$ cat config.mk
export PLATFORM = sky130hd
export DESIGN_NAME = uart_tx_arbiter
export DESIGN_NICKNAME = d
export VERILOG_FILES = /design/src/rtl/uart_pkg.sv /design/src/rtl/uart_tx_arbiter_rr_pick.sv /design/src/rtl/uart_tx_arbiter.sv
export SDC_FILE = /design/constraint.sdc
export NUM_CORES = 1
export LEC_CHECK = 0
export CELL_PAD_IN_SITES_DETAIL_PLACEMENT = 1
export CELL_PAD_IN_SITES_GLOBAL_PLACEMENT = 1
export CORE_ASPECT_RATIO = 1.5
export CORE_MARGIN = 1.5
export CORE_UTILIZATION = 39
export DETAILED_ROUTE_END_ITERATION = 6
export PLACE_DENSITY = 0.95
export SETUP_SLACK_MARGIN = 0.5
export SYNTH_ARGS = -nofsm -noshare
export SYNTH_HDL_FRONTEND = slang
export SYNTH_HIERARCHICAL = 1
export SYNTH_SLANG_ARGS = --single-unit
$ cat constraint.sdc
create_clock -name clk -period 6.4 [get_ports clk]
set_input_delay 1.6 -clock clk [delete_from_list [all_inputs] [get_ports clk]]
set_output_delay 1.6 -clock clk [all_outputs]
set_load 0.02 [all_outputs]
$ cat src/rtl/uart_pkg.sv
// rtl/uart_pkg.sv - shared types and constants for the UART transmit arbiter
//
// Purpose: FSM state encoding and UART frame constants.

package uart_pkg;

  typedef enum logic [1:0] {
    IDLE = 2'd0,
    LOAD = 2'd1,
    FIRE = 2'd2,
    WAIT = 2'd3
  } arb_state_t;

  localparam int UART_DATA_W     = 8;
  localparam int UART_FRAME_BITS = 10;  // start + 8 data + stop

endpackage : uart_pkg

$ cat src/rtl/uart_tx_arbiter_rr_pick.sv
// rtl/uart_tx_arbiter_rr_pick.sv - combinational round-robin picker
//
// Purpose: rotate req so ptr sits at bit 0, take the lowest set bit,
//          rotate the index back.
// Ports:
//   req   in   N_REQ  request vector
//   ptr   in   IDW    highest-priority index
//   valid out  1      any request set
//   idx   out  IDW    winning index (first set bit at or after ptr)

module rr_pick #(
  parameter int N_REQ = 4,
  parameter int IDW   = $clog2(N_REQ)
) (
  input  logic [N_REQ-1:0] req,
  input  logic [IDW-1:0]   ptr,
  output logic             valid,
  output logic [IDW-1:0]   idx
);

  logic [N_REQ-1:0] rot;
  logic [IDW:0]     sum;
  logic [IDW:0]     back;
  logic [IDW-1:0]   off;

  always_comb begin
    rot  = '0;
    sum  = '0;
    back = '0;
    off  = '0;
    // rot[i] = req[(ptr + i) mod N_REQ]
    for (int i = 0; i < N_REQ; i++) begin
      sum = {1'b0, ptr} + (IDW+1)'(i);
      if (sum >= (IDW+1)'(N_REQ)) sum = sum - (IDW+1)'(N_REQ);
      rot[i] = req[sum[IDW-1:0]];
    end
    // descending scan so the lowest set offset wins
    for (int i = N_REQ - 1; i >= 0; i--) begin
      if (rot[i]) off = IDW'(i);
    end
    back = {1'b0, ptr} + {1'b0, off};
    if (back >= (IDW+1)'(N_REQ)) back = back - (IDW+1)'(N_REQ);
    idx   = back[IDW-1:0];
    valid = |req;
  end

endmodule : rr_pick

$ cat src/rtl/uart_tx_arbiter.sv
// rtl/uart_tx_arbiter.sv - round-robin scheduler sharing one UART transmitter
//
// Purpose: arbitrate N_REQ byte producers, load/trigger the transmitter and
//          time the frame since the transmitter has no done flag.
// Ports:
//   clk            in   1        system clock
//   rst            in   1        synchronous active-high reset
//   req            in   N_REQ    per-requester byte pending
//   data_in        in   8*N_REQ  flat bytes, slice i = [8i+7:8i]
//   ack            out  N_REQ    one-cycle capture pulse
//   grant_id       out  IDW      owner of the current frame
//   busy           out  1        not IDLE
//   uart_data      out  8        captured byte
//   uart_load_byte out  1        load strobe
//   uart_t_byte    out  1        transmit trigger

module uart_tx_arbiter
  import uart_pkg::*;
#(
  parameter int N_REQ        = 4,
  parameter int BAUD_DIV     = 5208,
  parameter int GUARD_CYCLES = 2,
  parameter int IDW          = $clog2(N_REQ)
) (
  input  logic                         clk,
  input  logic                         rst,
  input  logic [N_REQ-1:0]             req,
  input  logic [UART_DATA_W*N_REQ-1:0] data_in,
  output logic [N_REQ-1:0]             ack,
  output logic [IDW-1:0]               grant_id,
  output logic                         busy,
  output logic [UART_DATA_W-1:0]       uart_data,
  output logic                         uart_load_byte,
  output logic                         uart_t_byte
);

  localparam int FRAME_CYCLES = UART_FRAME_BITS * BAUD_DIV + GUARD_CYCLES;
  localparam int CNTW         = $clog2(FRAME_CYCLES + 1);

  arb_state_t             state_q;
  logic [IDW-1:0]         rr_ptr_q;
  logic [CNTW-1:0]        cnt_q;
  logic [N_REQ-1:0]       ack_q;
  logic [IDW-1:0]         grant_q;
  logic [UART_DATA_W-1:0] data_q;
  logic                   load_q;
  logic                   fire_q;

  logic                   pick_valid;
  logic [IDW-1:0]         pick_idx;
  logic [IDW-1:0]         rr_ptr_d;

  rr_pick #(
    .N_REQ (N_REQ),
    .IDW   (IDW)
  ) u_rr_pick (
    .req   (req),
    .ptr   (rr_ptr_q),
    .valid (pick_valid),
    .idx   (pick_idx)
  );

  assign rr_ptr_d = (pick_idx == IDW'(N_REQ - 1)) ? '0 : pick_idx + 1'b1;

  // Strobes are set on the edge entering the state in which they must be
  // visible, so every output comes straight from a flop.
  always_ff @(posedge clk) begin
    if (rst) begin
      state_q  <= IDLE;
      rr_ptr_q <= '0;
      cnt_q    <= '0;
      ack_q    <= '0;
      grant_q  <= '0;
      data_q   <= '0;
      load_q   <= 1'b0;
      fire_q   <= 1'b0;
    end else begin
      ack_q  <= '0;
      load_q <= 1'b0;
      fire_q <= 1'b0;
      case (state_q)
        IDLE: begin
          if (pick_valid) begin
            data_q          <= data_in[{pick_idx, 3'b000} +: UART_DATA_W];
            grant_q         <= pick_idx;
            rr_ptr_q        <= rr_ptr_d;
            ack_q[pick_idx] <= 1'b1;
            load_q          <= 1'b1;
            state_q         <= LOAD;
          end
        end
        LOAD: begin
          fire_q  <= 1'b1;
          state_q <= FIRE;
        end
        FIRE: begin
          cnt_q   <= CNTW'(FRAME_CYCLES - 1);
          state_q <= WAIT;
        end
        WAIT: begin
          if (cnt_q == '0) state_q <= IDLE;
          else             cnt_q   <= cnt_q - 1'b1;
        end
        default: state_q <= IDLE;
      endcase
    end
  end

  assign ack            = ack_q;
  assign grant_id       = grant_q;
  assign busy           = (state_q != IDLE);
  assign uart_data      = data_q;
  assign uart_load_byte = load_q;
  assign uart_t_byte    = fire_q;

endmodule : uart_tx_arbiter

Yosys cells after proc, flatten, opt, wreduce, memory -nomap -nowiden
Index checks and enable logic that the tools add are counted.
W data, S select, Z words.
- register bits: 36
- input port bits: 38
- output and inout port bits: 17
- logic and storage cells: 78
- add/subtract/negate cells: 11
- magnitude comparators: 11
- equality and inequality tests: 7
- shifts and indexed selects: 1
- multiplexer cells: 27
- bitwise operators: 2
- reduce and logical (&&, ||, !) cells: 11
- operators by type and width (operator ; number):
    $pmux W16 S2 ; 1
    $shiftx A32 B6 Y8 ; 1
    $mux W2 ; 12
    $logic_not A16 Y1 ; 1
    $mux W16 ; 1
    $sub A16 B1 Y16 const B ; 1
    $lt A2 B3 Y1 const B ; 5
    $ge A3 B3 Y1 const B ; 4
    $sub A2 B1 Y2 const B ; 5
    $bmux W1 S2 ; 4
    $pmux W2 S4 ; 1
    $mux W1 ; 7
    $add A2 B2 Y3 const B ; 2
    $eq A2 B2 Y1 const B ; 3
    $ne A2 B2 Y1 const B ; 3
    $reduce_and A2 Y1 ; 3
    $reduce_bool A2 Y1 ; 2
    $reduce_or A4 Y1 ; 1
    $add A2 B1 Y3 const B ; 1
    $add A2 B2 Y3 ; 1
    $ge A2 B3 Y1 const B ; 1
    $reduce_or A3 Y1 ; 1
    $add A2 B1 Y2 const B ; 1
    $demux W1 S2 ; 1
    6 further kinds ; 7

Logic depth before layout (Yosys ltp)
- depth after elaboration: 16
- gate-level depth with buffers: 13
- depth with buffers taken out: 11

Modules after synthesis
The synthesis kept the hierarchy.
- by module, submodules not included (module ; times used ; cells an instance ; area an instance (µm²) ; sequential area each (µm²)):
    uart_tx_arbiter ; 1 ; 211 ; 1916.8 ; 720.7
    rr_pick ; 1 ; 27 ; 181.4 ; 0.0

Least setup slack after synthesis
No wires, ideal clock.
- path kind: input to register
- from: in req[1]
- to: reg data_q[1] (netlist: uart_data[1])
- library setup time: 0.130 ns
- arrival time: 3.653 ns
- required time: 6.270 ns
- slack: 2.617 ns
- cell stages on the path: 10
- path through: or2b_1 > o22ai_1 > o21ai_0 > o221ai_1 > ha_1 > clkbuf_1 > buf_1 > mux2_2 > a22oi_1 > o22ai_1
- longest elaborated chain between the ends: 10
- elaborated cells between the ends (all ways): 19
- RTL lines (what ; RTL line ; RTL):
    from (decl) ; uart_tx_arbiter.sv:27 ; input logic [N_REQ-1:0] req,
    $bmux W1 S2 ; uart_tx_arbiter_rr_pick.sv:35 ; rot[i] = req[sum[IDW-1:0]];
    $mux W1 (not written as such) ; uart_tx_arbiter_rr_pick.sv:35 ;
    $mux W2 (3 in series) ; uart_tx_arbiter_rr_pick.sv:39 ; if (rot[i]) off = IDW'(i);
    $mux W2 (*) ; uart_tx_arbiter_rr_pick.sv:39 ;
    $add A2 B2 Y3 (*) ; uart_tx_arbiter_rr_pick.sv:41 ; back = {1'b0, ptr} + {1'b0, off};
    $ge A3 B3 Y1 or $sub A2 B1 Y2 (tied branches) ; uart_tx_arbiter_rr_pick.sv:42 ; if (back >= (IDW+1)'(N_REQ)) back = back - (IDW+1)'(N_REQ);
    $mux W2 (*) ; uart_tx_arbiter_rr_pick.sv:42 ;
    net pick_idx[0] ; uart_tx_arbiter.sv:50 ; logic [IDW-1:0] pick_idx;
    $shiftx A32 B6 Y8 (*) ; uart_tx_arbiter.sv:84 ; data_q <= data_in[{pick_idx, 3'b000} +: UART_DATA_W];
    to (signal assigned) ; uart_tx_arbiter.sv:84 ;
    to (decl) ; uart_tx_arbiter.sv:45 ; logic [UART_DATA_W-1:0] data_q;
Mark *: on every way through the listed nets, which the timed path passes. The rest lies on a longest branch. The select of a mux whose other input is x is not followed.
A chain may end at the register's enable or synchronous reset.

Final worst setup path
- from: in req[3]
- to: reg data_q[4] (netlist: uart_data[4])
The elaborated chain is that of the path after synthesis.

==> impl_metrics.toml <==
[status]
status = "finished, final reports clean"

[critical_path]
start_kind = "input pin"
arrival_ns = 4.73
setup.worst_path.class = "input pin to register"
worst_setup_path_end_kind = "register"
required_ns = 6.60
path_max_fanout = 10
rr_worst_depth = 9

[cells_and_area]
layout-drive-gt1-share = 0.0900
post-route-util = 0.539
multi_input_area_um2 = 1280
seqCellArea_um2 = 721
area_delta_synth_final_pct = 32.8
fillers = 598
n_antenna_cell = 0
final_cell_count_no_fill = 357
nets = 337

[die]
dieWidth_um = 62.9
die_area_um2 = 5840
initial_core_util = 0.406
num_rows = 32
fp.dieH_um = 92.8
core_area_um2 = 5160
io_pins = 55

[global_route]
grt_pass1_vias = 2169
grt_usage = 0.226
grt_max_degree = 36
grt_pass1_wl_mm = 10.4
antenna_found_initial = 0
gr-total-overflow = 0

[cts]
path_clk_slew_ns = 0.08
ctsRootBufferMaster = "clkbuf_8"
hold_buffers = 0
clock_latency_ns = 0.29
cts_setup_buffers = 0
htreeDepth = 2
cts_tree = "yes"
post_cts_resized = 0
cts_buffer_depth = 2
cts.sinks = 36
cts_buffers = 5

[synth]
ys_ff_latch = 36
syn_avg_cell_area_um2 = 8.82
ys.flop_type = "dfxtp_1"
ys_seq_area_frac = 0.343
synthCells = 238
synth_warnings = 6
synth_area_um2 = 2100
synth_fp_nets = 287
synthArstFlopShare = 0
yosysTopAreaCell = "dfxtp_1"
synthTopCellsByArea = "dfxtp_1 (34%), ha_1 (6.6%), nand2_1 (5.0%)"
yosysTopAreaCellShare = 0.343
yosys-top-cells-count = "dfxtp_1 (36), nand2_1 (28), a21oi_1 (17)"
ys_types = 54
synth-edff-count = 0
synth.most_common_cell = "dfxtp_1"

[pwr]
p_leak_nw = 1.02
peakVddDrop_mv = 0.252
p_per_area_nw_per_um2 = 505

[timing]
grt_setup_unrepaired = "no"
fin_tns_setup_ns = 0
slew_viol_final = 0
worst_pin_slew_ns = 1.03
hold_violations = 0
timing.fmax_mhz = 221
finalClockSkew_ns = 0.00662
finalSetupViolCount = 0
slew_headroom = 0.310
fin_crit_sh = 0.708
fin_crit_ns = 4.53

[route]
drc = 0
ant_nets = 0
drt_iter0_markers = 101
routedWlPerCell_um = 17.5
routed_wl_mm = 6.26
num_vias = 2046
dr.pass1.iters = 4
viasPerCell = 5.73

[placed_design]
place.gp.congestion = 0.828
dpl.cell_count = 349
port_buffers = 54
hpwl_mm = 4.75

[worst_hold_path]
hold-path-cell-count = 2
hold_path_class = "register to register"

[job]
maxCapViolations = 0
-- sequential cells by signal, summed over array words and instances, names as in the netlist --
signal and count:
cnt_q 16, rr_ptr_q 2, uart_load_byte 1, ack 4
state_q 2, grant_id 2, uart_data 8, uart_t_byte 1
-- kinds of logic (layout without fill, tap and decap cells) --
logic type      Yosys count  count (layout)  share of synthesized area
flops                    36              36                      0.343
xor+xnor                  2               2                    0.00835
mux                      16              16                      0.106
simple gates             93              93                      0.250
compound gates           58              58                      0.182
buf+inv                  22              73                     0.0447
fa+ha+maj                11              11                     0.0656
-- layer usage --
| metal | vias to the layer above | share of wire | track usage |
|---|---|---|---|
| met5 | - | 0 | 0 |
| met2 | 54 | 0.56 | 0.423 |
| met4 | 0 | 0.026 | 0.111 |
| met1 | 1001 | 0.38 | 0.239 |
| li1 | 976 | - | - |
| met3 | 15 | 0.033 | 0.0401 |
-- path summary, 6_finish.rpt --
path                             startpoint                        end  slack (ns)
setup reg to reg   rr_ptr_q[0]$_SDFFE_PP0P_  uart_data[4]$_SDFFE_PP0P_        3.33
hold reg to reg   uart_data[5]$_SDFFE_PP0P_  uart_data[5]$_SDFFE_PP0P_        0.46
setup / recovery                     req[3]  uart_data[4]$_SDFFE_PP0P_        1.87
hold / removal    uart_data[5]$_SDFFE_PP0P_  uart_data[5]$_SDFFE_PP0P_        0.46
-- cell usage in the layout (no fill, tap or decap), types with 4 or more instances in the layout --
cell,n
and2_1,6
mux2_2,6
mux4_2,4
a21oi_1,17
clkdlybuf4s50_1,54
mux2i_1,5
or3_1,4
dfxtp_1,36
inv_1,10
nand2_1,28
or4_1,5
o21ai_0,6
a31oi_1,7
nor3_1,7
o22ai_1,6
ha_1,11
a22oi_1,4
nor3b_1,5
nor2_1,15
clkbuf_8,5
-- critical path, stage by stage --
cell,delay [ns]
clkdlybuf4s50_1,0.57
inv_1,0.10
o311ai_0,0.40
o21ai_0,0.20
o221ai_1,0.11
ha_1,0.19
xnor2_1,0.08
xnor2_1,0.82
mux4_2,0.36
nand2_1,0.08
a21oi_1,0.22
-- report_power, final --
part           total, mW  internal (mW)  switching [mW]
Combinational      0.808          0.355           0.452
Sequential         0.392          0.305          0.0869
Clock              0.207          0.115          0.0913
-- final cells by class --
class,count,share of cell area
Timing Repair Buffer,55,0.197
Sequential cell,36,0.259
Clock inverter,3,0.0153
Inverter,10,0.0135
Multi-Input combinational cell,180,0.461
Clock buffer,5,0.0247
Tap cell,68,0.0305
-- metrics by stage --
stage                     instance area (um2)  total power [mW]  worst slack (ns)  hold slack [ns]
after detailed placement                 2680              1.19              1.63            0.447
after CTS                                2790              1.40              1.93            0.459
after global routing                     2790              1.50              1.69            0.487
after global placement                   2680              1.15              2.02            0.443
final                                    2790              1.41              1.87            0.457
after floorplan                          2100             0.943              2.62            0.460
No activity file was read; power rests on OpenSTA's default activity.
